$ cat config.mk
export PLATFORM = sky130hd
export DESIGN_NAME = cache_line_arbiter_n_flat
export DESIGN_NICKNAME = d
export VERILOG_FILES = /design/src/rtl/cache_line_arbiter_n_if.sv /design/src/rtl/cache_line_arbiter_n.sv /design/src/flat_wrapper.sv
export SDC_FILE = /design/constraint.sdc
export NUM_CORES = 1
export LEC_CHECK = 0
export ABC_CLOCK_PERIOD_IN_PS = 1650
export CAP_MARGIN = 15
export CORE_AREA = 2 2 534 536
export CTS_CLUSTER_SIZE = 16
export DETAILED_ROUTE_END_ITERATION = 6
export DIE_AREA = 0 0 536 538
export DONT_BUFFER_PORTS = 1
export SETUP_SLACK_MARGIN = 0.05
export SYNTH_ARGS = -nofsm -noshare
export SYNTH_HDL_FRONTEND = slang
export SYNTH_SLANG_ARGS = --single-unit
$ cat constraint.sdc
create_clock -name clk -period 1.65 [get_ports clk]
set_input_delay 0.2475 -clock clk [delete_from_list [all_inputs] [get_ports clk]]
set_output_delay 0.2475 -clock clk [all_outputs]
set_load 0.1 [all_outputs]
$ cat src/rtl/cache_line_arbiter_n_if.sv
// cache_line_arbiter_n_if: request-side and memory-side bus of the cacheline arbiter.
// The arbiter uses the slave modport (it serves requesters and drives the adaptor);
// the environment around it (requesters plus adaptor) uses the master modport.
interface cache_line_arbiter_n_if #(
  parameter int NUM_PORTS = 2,
  parameter int ADDR_W    = 32,
  parameter int LINE_W    = 256
);
  // Requester side: per-port flattened vectors, port i at [i*W +: W].
  logic [NUM_PORTS*ADDR_W-1:0] req_addr;
  logic [NUM_PORTS-1:0]        req_read;
  logic [NUM_PORTS-1:0]        req_write;
  logic [NUM_PORTS*LINE_W-1:0] req_wdata;
  logic [LINE_W-1:0]           req_rdata;
  logic [NUM_PORTS-1:0]        req_resp;

  // Adaptor side.
  logic [ADDR_W-1:0]           mem_addr;
  logic                        mem_read;
  logic                        mem_write;
  logic [LINE_W-1:0]           mem_wdata;
  logic [LINE_W-1:0]           mem_rdata;
  logic                        mem_resp;

  modport slave (
    input  req_addr, req_read, req_write, req_wdata, mem_rdata, mem_resp,
    output req_rdata, req_resp, mem_addr, mem_read, mem_write, mem_wdata
  );

  modport master (
    output req_addr, req_read, req_write, req_wdata, mem_rdata, mem_resp,
    input  req_rdata, req_resp, mem_addr, mem_read, mem_write, mem_wdata
  );
endinterface

$ cat src/rtl/cache_line_arbiter_n.sv
// cache_line_arbiter_n: N-requester full-line arbiter in front of one cacheline adaptor.
// One transaction at a time; all outputs registered; one-cycle response to the winner.
// Optional feature macro: MEM_ARB_RR_EN
//   defined   -> round-robin arbitration with a rotating pointer
//   undefined -> fixed priority, lowest requesting index wins
module cache_line_arbiter_n #(
  parameter int NUM_PORTS = 2,
  parameter int ADDR_W    = 32,
  parameter int LINE_W    = 256,
  parameter int ID_W      = (NUM_PORTS > 1) ? $clog2(NUM_PORTS) : 1
) (
  input  logic                  clk,
  input  logic                  rst,
  cache_line_arbiter_n_if.slave bus,
  output logic                  busy,
  output logic [ID_W-1:0]       grant_id
);

  typedef enum logic [1:0] {
    IDLE = 2'd0,
    BUSY = 2'd1,
    DONE = 2'd2
  } state_e;

  state_e                state_q, state_d;
  logic                  busy_q, busy_d;
  logic [ID_W-1:0]       grant_q, grant_d;
  logic [ADDR_W-1:0]     mem_addr_q, mem_addr_d;
  logic [LINE_W-1:0]     mem_wdata_q, mem_wdata_d;
  logic                  mem_read_q, mem_read_d;
  logic                  mem_write_q, mem_write_d;
  logic [LINE_W-1:0]     req_rdata_q, req_rdata_d;
  logic [NUM_PORTS-1:0]  req_resp_q, req_resp_d;

  logic [NUM_PORTS-1:0]  req_any;
  logic                  req_found;
  logic [ID_W-1:0]       sel_idx;

`ifdef MEM_ARB_RR_EN
  logic [ID_W-1:0]       rr_ptr_q, rr_ptr_d;
  int                    rr_idx;
`endif

  // A port is requesting on read, write or both (both counts as a write later).
  assign req_any = bus.req_read | bus.req_write;

  // Choose the winning port among the current requesters.
  always_comb begin
    req_found = 1'b0;
    sel_idx   = '0;
`ifdef MEM_ARB_RR_EN
    rr_idx    = 0;
    // Search starts at the pointer and wraps around the port range.
    for (int k = 0; k < NUM_PORTS; k++) begin
      rr_idx = (int'(rr_ptr_q) + k) % NUM_PORTS;
      if (!req_found && req_any[rr_idx]) begin
        req_found = 1'b1;
        sel_idx   = ID_W'(rr_idx);
      end
    end
`else
    for (int i = 0; i < NUM_PORTS; i++) begin
      if (!req_found && req_any[i]) begin
        req_found = 1'b1;
        sel_idx   = ID_W'(i);
      end
    end
`endif
  end

  // Next-state and next-output computation for the IDLE/BUSY/DONE sequence.
  always_comb begin
    state_d     = state_q;
    busy_d      = busy_q;
    grant_d     = grant_q;
    mem_addr_d  = mem_addr_q;
    mem_wdata_d = mem_wdata_q;
    mem_read_d  = mem_read_q;
    mem_write_d = mem_write_q;
    req_rdata_d = req_rdata_q;
    req_resp_d  = '0;
`ifdef MEM_ARB_RR_EN
    rr_ptr_d    = rr_ptr_q;
`endif
    unique case (state_q)
      IDLE: begin
        if (req_found) begin
          state_d     = BUSY;
          busy_d      = 1'b1;
          grant_d     = sel_idx;
          mem_addr_d  = bus.req_addr[sel_idx*ADDR_W +: ADDR_W];
          mem_wdata_d = bus.req_wdata[sel_idx*LINE_W +: LINE_W];
          mem_write_d = bus.req_write[sel_idx];
          mem_read_d  = ~bus.req_write[sel_idx];
`ifdef MEM_ARB_RR_EN
          rr_ptr_d    = (sel_idx == ID_W'(NUM_PORTS - 1)) ? '0 : sel_idx + ID_W'(1);
`endif
        end
      end
      BUSY: begin
        // Request inputs are ignored here; only the adaptor completion matters.
        if (bus.mem_resp) begin
          state_d             = DONE;
          req_rdata_d         = bus.mem_rdata;
          mem_read_d          = 1'b0;
          mem_write_d         = 1'b0;
          req_resp_d[grant_q] = 1'b1;
        end
      end
      DONE: begin
        // No arbitration here, so a requester dropping at this edge is never re-granted.
        state_d = IDLE;
        busy_d  = 1'b0;
      end
      default: begin
        state_d     = IDLE;
        busy_d      = 1'b0;
        mem_read_d  = 1'b0;
        mem_write_d = 1'b0;
      end
    endcase
  end

  // State and registered outputs; reset abandons any transaction without a response.
  always_ff @(posedge clk or negedge rst) begin
    if (!rst) begin
      state_q     <= IDLE;
      busy_q      <= 1'b0;
      grant_q     <= '0;
      mem_addr_q  <= '0;
      mem_wdata_q <= '0;
      mem_read_q  <= 1'b0;
      mem_write_q <= 1'b0;
      req_rdata_q <= '0;
      req_resp_q  <= '0;
`ifdef MEM_ARB_RR_EN
      rr_ptr_q    <= '0;
`endif
    end else begin
      state_q     <= state_d;
      busy_q      <= busy_d;
      grant_q     <= grant_d;
      mem_addr_q  <= mem_addr_d;
      mem_wdata_q <= mem_wdata_d;
      mem_read_q  <= mem_read_d;
      mem_write_q <= mem_write_d;
      req_rdata_q <= req_rdata_d;
      req_resp_q  <= req_resp_d;
`ifdef MEM_ARB_RR_EN
      rr_ptr_q    <= rr_ptr_d;
`endif
    end
  end

  assign bus.mem_addr  = mem_addr_q;
  assign bus.mem_wdata = mem_wdata_q;
  assign bus.mem_read  = mem_read_q;
  assign bus.mem_write = mem_write_q;
  assign bus.req_rdata = req_rdata_q;
  assign bus.req_resp  = req_resp_q;
  assign busy          = busy_q;
  assign grant_id      = grant_q;

  // Structural invariants of the registered outputs.
  a_resp_onehot: assert property (@(posedge clk) disable iff (!rst) $onehot0(bus.req_resp));
  a_rw_exclusive: assert property (@(posedge clk) disable iff (!rst) !(bus.mem_read && bus.mem_write));
  a_resp_busy: assert property (@(posedge clk) disable iff (!rst) (|bus.req_resp) |-> busy);

endmodule
$ cat src/flat_wrapper.sv
// flat-port wrapper written by rule: the top's interface ports become plain ports
module cache_line_arbiter_n_flat 
#(
  parameter int NUM_PORTS = 2,
  parameter int ADDR_W    = 32,
  parameter int LINE_W    = 256,
  parameter int ID_W      = (NUM_PORTS > 1) ? $clog2(NUM_PORTS) : 1
)
  (clk, rst, busy, grant_id, bus_req_addr, bus_req_read, bus_req_write, bus_req_wdata, bus_mem_rdata, bus_mem_resp, bus_req_rdata, bus_req_resp, bus_mem_addr, bus_mem_read, bus_mem_write, bus_mem_wdata);
  cache_line_arbiter_n_if #(.NUM_PORTS(NUM_PORTS), .ADDR_W(ADDR_W), .LINE_W(LINE_W)) bus_i ();
  input  logic clk;
  input  logic rst;
  output logic busy;
  output logic [ID_W-1:0] grant_id;
  input wire logic [$bits(bus_i.req_addr)-1:0] bus_req_addr;
  input wire logic [$bits(bus_i.req_read)-1:0] bus_req_read;
  input wire logic [$bits(bus_i.req_write)-1:0] bus_req_write;
  input wire logic [$bits(bus_i.req_wdata)-1:0] bus_req_wdata;
  input wire logic [$bits(bus_i.mem_rdata)-1:0] bus_mem_rdata;
  input wire logic [$bits(bus_i.mem_resp)-1:0] bus_mem_resp;
  output wire logic [$bits(bus_i.req_rdata)-1:0] bus_req_rdata;
  output wire logic [$bits(bus_i.req_resp)-1:0] bus_req_resp;
  output wire logic [$bits(bus_i.mem_addr)-1:0] bus_mem_addr;
  output wire logic [$bits(bus_i.mem_read)-1:0] bus_mem_read;
  output wire logic [$bits(bus_i.mem_write)-1:0] bus_mem_write;
  output wire logic [$bits(bus_i.mem_wdata)-1:0] bus_mem_wdata;
  assign bus_i.req_addr = bus_req_addr;
  assign bus_i.req_read = bus_req_read;
  assign bus_i.req_write = bus_req_write;
  assign bus_i.req_wdata = bus_req_wdata;
  assign bus_i.mem_rdata = bus_mem_rdata;
  assign bus_i.mem_resp = bus_mem_resp;
  assign bus_req_rdata = bus_i.req_rdata;
  assign bus_req_resp = bus_i.req_resp;
  assign bus_mem_addr = bus_i.mem_addr;
  assign bus_mem_read = bus_i.mem_read;
  assign bus_mem_write = bus_i.mem_write;
  assign bus_mem_wdata = bus_i.mem_wdata;
  cache_line_arbiter_n #(.NUM_PORTS(NUM_PORTS), .ADDR_W(ADDR_W), .LINE_W(LINE_W), .ID_W(ID_W)) u_core (.clk(clk), .rst(rst), .bus(bus_i), .busy(busy), .grant_id(grant_id));
endmodule
==> results of run 1 <==
[sequential cells by signal, summed over array words and instances (netlist names)]
signal / cells
u_core.bus.req_resp: 2
u_core.bus.mem_write: 1
u_core.bus.mem_wdata: 256
u_core.busy: 1
u_core.grant_id: 1
u_core.bus.mem_addr: 32
u_core.bus.mem_read: 1
u_core.state_q: 2
u_core.bus.req_rdata: 256
[Yosys cell counts, types with 2 or more instances]
cell,count
nor2_1,3
buf_6,24
o221a_1,200
clkbuf_1,72
or3_1,288
buf_1,2
o21ai_0,5
or2_1,3
mux2_1,30
o221a_2,88
inv_1,4
mux2_2,227
dfrtp_1,552
buf_4,26
buf_2,31
[cells by family after synthesis]
| group | count (synthesis) | share of synthesized area [%] |
|---|---|---|
| compound gates | 295 | 14.4 |
| buf+inv | 160 | 4.03 |
| flops | 552 | 60.6 |
| mux | 258 | 12.7 |
| simple gates | 300 | 8.21 |
[layout make-up]
| cell class | instances | area [sq um] | area share, % |
|---|---|---|---|
| diodes | 106 | 265 | 0.549 |
| multi-input cells | 854 | 9060 | 18.8 |
| clock inverters | 24 | 259 | 0.536 |
| repair inverters | 1 | 30.0 | 0.0622 |
| clock buffers | 111 | 2240 | 4.63 |
| flip-flops and latches | 552 | 13900 | 28.8 |
| inverters | 5 | 35.0 | 0.0725 |
| well taps | 3762 | 4710 | 9.75 |
| repair buffers | 1625 | 17800 | 36.8 |
[cell usage in the layout (no fill, tap or decap), types with 47 or more instances in the layout]
cell type	synthesis	final
clkbuf_16	0	101
dlygate4sd3_1	0	837
mux2_2	227	47
o221a_1	200	200
diode_2	0	106
dfrtp_2	0	50
dfrtp_1	552	493
buf_4	26	514
or3_1	288	256
mux2_4	0	202
buf_12	0	167
o221a_2	88	83
[routing by layer]
layer	track usage [%]	vias up	share of wire, %
li1	-	9381	-
met1	17.2	11644	37
met2	23.9	1721	43
met3	9.55	554	14
met4	7.25	140	5.1
met5	0	-	0.34
[metrics by stage]
step                      utilization [%]  instance area, sq um
after floorplan                         -                 22800
after global placement               11.4                 32400
after detailed placement             11.4                 32400
after CTS                            16.5                 46900
after global routing                 17.0                 48200
final                                17.0                 48300
[path summary, 6_finish.rpt]
check | startpoint | to | slack (ps)
setup / recovery | u_core.state_q[1] | u_core.bus.mem_wdata[195] | -310
min in group clk | bus_req_read[1] | u_core.bus.mem_read | 90
setup reg to reg | u_core.state_q[1] | u_core.bus.mem_wdata[195] | -310
max in group asynchronous | rst | u_core.bus.mem_wdata[84] | 940
hold reg to reg | u_core.grant_id | u_core.bus.req_resp[0] | 480
hold / removal | rst | u_core.bus.mem_wdata[232] | -820
[repair_timing]
item	4_1_cts	5_1_grt
setup endpoints to repair	1094	1096
gates cloned	35	28
resized for setup	540	147
pin swaps	0	15
endpoints found under the hold margin	1102	552
setup buffers	66	27
[critical path: stages (launching register included)]
cell	delay [ps]
dfrtp_1	430
buf_4	170
nor2_4	100
buf_6	110
o21a_4	130
buf_12	150
buf_16	180
buf_16	230
o221a_1	220
==> impl_metrics.csv, run 1 <==
group,metric,value,unit
floorplanning,die_area,0.288,sq mm
global_route,overflow,0,
outcome,status,"finished, violations left",
clock_tree,cts_tree,"built",
timing,worst_slack,-305,ps
route,wl_per_cell,34.6,um
timing,fmax,0.511,GHz
outcome,violations,"hold timing, slew limit, setup timing",
synthesis,synth_nets,2404,
worst_setup_path,required,2360,ps
placement,dp_hpwl,197,mm
global_route,grt_pass1_wl,286,mm
clock_tree,insertion_delay,780,ps
synthesis,ys.warnings.count,0,
timing,holdWs,-816,ps
synthesis,yosysSeqAreaShare,60.6,%
clock_tree,postCtsHoldBufs,837,
synthesis,syn-cell-area,0.0228,sq mm
synthesis,synthTopCellsByArea,"dfrtp_1 61%, mux2_2 11%, o221a_1 9.9%",
final_layout,fillCellCount,30775,
clock_tree,cts.sinks,552,
clock_tree,cts.clk_slew.worst_paths,60,ps
worst_setup_path,cp.arrival,2660,ps
placement,numPortBuffers,0,
worst_setup_path,worstPathMaxFanout,24,
min_path,hp-class,"primary input to async pin",
timing,timing.final.crit_share,119,%
synthesis,async_reset_ff_share,100,%
timing,rsz0062_at_grt,"yes",
route,vias_per_cell,3.33,
worst_setup_path,worst_setup_path_start_kind,"flip-flop",
clock_tree,htreeDepth,3,
final_layout,instances_no_fill,7040,
global_route,grt_start_max_net_pins,553,
timing,fin_crit,1960,ps
floorplanning,start_util,8.04,%
route,dr.pass1.iters,5,
run,maxCapViolations,0,
synthesis,yosysTopAreaCellShare,60.6,%
synthesis,synth.distinct_cells,25,
route,routed_wl,244,mm
worst_setup_path,path_class,"flip-flop to flip-flop",
timing,fin_skew,35.5,ps
worst_setup_path,ff2ff_path_depth,8,
route,drt-initial-drc-count,1712,
global_route,antenna_found_initial,225,
timing,hold_violations,552,
floorplanning,io_pins,1389,
synthesis,syn_inst,1565,
floorplanning,rows,196,
synthesis,ys_ff_latch,552,
route,drc,0,
floorplanning,fp.coreArea,0.283,sq mm
placement,place_ws,-401,ps
timing,worst_pin_slew,1750,ps
placement,gp_congestion,0.961,
global_route,track_usage,15.7,%
global_route,first_global_vias,23726,
placement,dp_cells,5821,
timing,setup_violations,991,
floorplanning,die_h,538,um
synthesis,avgSynthCellArea,14.6,sq um
synthesis,synth_edf_count,0,
worst_setup_path,worst_setup_path_end_kind,"flip-flop",
route,num_vias,23440,
synthesis,synth_top_cell_by_area,"dfrtp_1",
timing,setup_tns,-132750,ps
clock_tree,clockBufferDepth,4,
route,antenna_left,0,
synthesis,synth_top_flop_cell,"dfrtp_1",
floorplanning,die_width,536,um
final_layout,drive_gt1_share,42.4,%
timing,slew_viol_final,164,
clock_tree,cts-root-buf,"clkbuf_16",
final_layout,nNetsFinal,3956,
final_layout,area.growth.synth_to_final,112,%
clock_tree,numCtsBuffers,78,
timing,relSlewSlack,-16.9,%
Power of run 1 is left out: the tool's default activity adds up to more than one toggle a clock period on the data nets, which glitch-free logic cannot reach.
==> inputs of run 2 (changes only) <==
--- a/config.mk
+++ b/config.mk
@@ -8,6 +8,7 @@
 export ABC_CLOCK_PERIOD_IN_PS = 1650
 export CAP_MARGIN = 15
 export CORE_AREA = 2 2 534 536
+export CTS_CLUSTER_DIAMETER = 120
 export CTS_CLUSTER_SIZE = 16
 export DETAILED_ROUTE_END_ITERATION = 6
 export DIE_AREA = 0 0 536 538
==> run 2 against run 1 <==
Against the previous run:
- the run still ends with hold timing, slew limit, setup timing left
- register-to-register slack lost 20 ps
- first-iteration DRC count is 5.5% higher
- sequential share of layout area grew 0.87 points
- critical path depth unchanged
- flip-flop and latch count unchanged
- wire length rose by 0.78%
- hold slack better by 43 ps
- cell count decreased by 1.3%
- highest routed layer unchanged
==> impl_metrics.csv, run 2 (same netlist as run 1, synthesis figures left out) <==
group,metric,value,unit
outcome,status,"finished, violations left",
outcome,violations,"hold timing, slew limit, setup timing",
global_route,grt_start_max_net_pins,553,
timing,fin_crit,1980,ps
final_layout,final_common_cell,"dlygate4sd3_1",
worst_setup_path,worst_setup_path_end_kind,"flip-flop",
worst_setup_path,worst_path_most_repeated_cell,"buf_4",
route,drt-initial-drc-count,1806,
worst_setup_path,worstPathMaxFanout,11,
placement,dp_cells,5821,
floorplanning,io_pins,1389,
placement,gp_congestion,0.961,
timing,fmax,0.506,GHz
worst_setup_path,critPathTopFamily,"buffers and inverters",
floorplanning,start_util,8.04,%
timing,timing.final.crit_share,120,%
timing,slew_viol_final,169,
timing,setup_violations,847,
clock_tree,htreeDepth,2,
worst_setup_path,path_class,"flip-flop to flip-flop",
route,antenna_left,0,
final_layout,fillCellCount,30898,
final_layout,drive_gt1_share,41.5,%
clock_tree,insertion_delay,740,ps
worst_setup_path,required,2230,ps
route,wl_met1,90.0,mm
clock_tree,postCtsHoldBufs,838,
clock_tree,cts_tree,"built",
global_route,track_usage,15.5,%
timing,worst_pin_slew,1950,ps
global_route,first_global_vias,23242,
global_route,overflow,0,
final_layout,final_cell_mix,"838 x dlygate4sd3_1, 529 x buf_4, 516 x dfrtp_1, 230 x or3_1, 221 x mux2_4",
clock_tree,cts.sinks,552,
worst_setup_path,worst_setup_path_start_kind,"flip-flop",
route,dr.pass1.iters,5,
timing,worst_slack,-328,ps
floorplanning,die_area,0.288,sq mm
placement,place_ws,-401,ps
placement,dp_hpwl,197,mm
floorplanning,rows,196,
clock_tree,cts.clk_slew.worst_paths,80,ps
timing,holdWs,-773,ps
worst_setup_path,slowest_delay,430,ps
global_route,antenna_found_initial,230,
worst_setup_path,cp.arrival,2560,ps
floorplanning,fp.coreArea,0.283,sq mm
worst_setup_path,crit_chain,"buf_4, nor2_4, buf_6, nand3_4, buf_12, buf_4, buf_16, o221a_1",
route,vias_per_cell,3.33,
timing,relSlewSlack,-30.3,%
run,maxCapViolations,0,
timing,rsz0062_at_grt,"yes",
route,routed_wl,246,mm
route,num_vias,23155,
route,drc,0,
clock_tree,cts-root-buf,"clkbuf_16",
final_layout,area.growth.synth_to_final,105,%
placement,numPortBuffers,0,
timing,fin_skew,26.5,ps
clock_tree,numCtsBuffers,47,
clock_tree,clockBufferDepth,3,
min_path,hp-class,"primary input to async pin",
floorplanning,die_h,538,um
global_route,grt_pass1_wl,283,mm
worst_setup_path,path_buf_inv,5,
worst_setup_path,worst_path_max_delay_cell,"dfrtp_1",
floorplanning,die_width,536,um
final_layout,nNetsFinal,3903,
route,met2WireLength,105,mm
route,route.met3.wl,35.5,mm
route,topRoutingLayerUsed,"met5",
timing,hold_violations,552,
route,wl_per_cell,35.4,um
final_layout,instances_no_fill,6949,
## run 2: cell count changes in the layout (fill, tap and decap cells not counted), sizes merged
cell	previous run	this run
clkbuf	134	82
buf	763	732
clkinv	12	8
bufinv	3	0
diode	106	105
dlygate4sd3	837	838
or2	5	4
## run 2: area by class of cell
class                           instances  area, sq um  area share [%]
Clock buffer                           49         1180            2.53
Clock inverter                         18          209           0.447
Timing Repair Buffer                 1605        17300            36.9
Multi-Input combinational cell        853         9220            19.7
Sequential cell                       552        13900            29.7
Antenna cell                          105          263           0.562
Inverter                                5         35.0          0.0749
Tap cell                             3762         4710            10.1
## run 2: stage by stage
step	setup TNS, ps	utilization, %	instance area (sq um)	hold slack, ps
finish	-137300	16.5	46800	-773
global route	-184150	16.5	46700	-857
CTS	-146800	15.7	44500	-895
detailed placement	-120890	11.4	32400	-34.7
global placement	-117920	11.4	32400	-34.1
floorplan	0	-	22800	-48.1
## run 2: what timing repair did
action | 4_1_cts | 5_1_grt
pin swaps | 5 | 10
gates cloned | 28 | 43
endpoints found under the hold margin | 1101 | 552
buffers inserted | 44 | 18
resized for setup | 274 | 296
setup endpoints to repair | 1095 | 1097
## run 2: worst register-to-register path, stage by stage, from the launching register on
cell,delay [ps]
dfrtp_1,430
buf_4,170
nor2_4,110
buf_6,120
nand3_4,70
buf_12,160
buf_4,210
buf_16,180
o221a_1,400
## run 2: path summary, 6_finish.rpt
| kind | depth (start not counted) | to | slack (ps) | from |
|---|---|---|---|---|
| max | 8 | u_core.bus.mem_wdata[161] | -330 | u_core.state_q[1] |
| min | 0 | u_core.bus.mem_wdata[232] | -770 | rst |
| max reg2reg | 8 | u_core.bus.mem_wdata[161] | -330 | u_core.state_q[1] |
| min reg2reg | 1 | u_core.bus.req_resp[0] | 470 | u_core.grant_id |
| max in group asynchronous | 0 | u_core.bus.mem_addr[5] | 740 | rst |
| min in group clk | 3 | u_core.bus.mem_read | 160 | bus_req_read[1] |
## run 2: per-layer routing
metal | vias to the layer above | track usage, %
li1 | 9250 | -
met1 | 11459 | 17.1
met2 | 1746 | 23.5
met3 | 558 | 9.32
met4 | 142 | 7.55
met5 | - | 0.477
Power of run 2 is left out for the same reason.
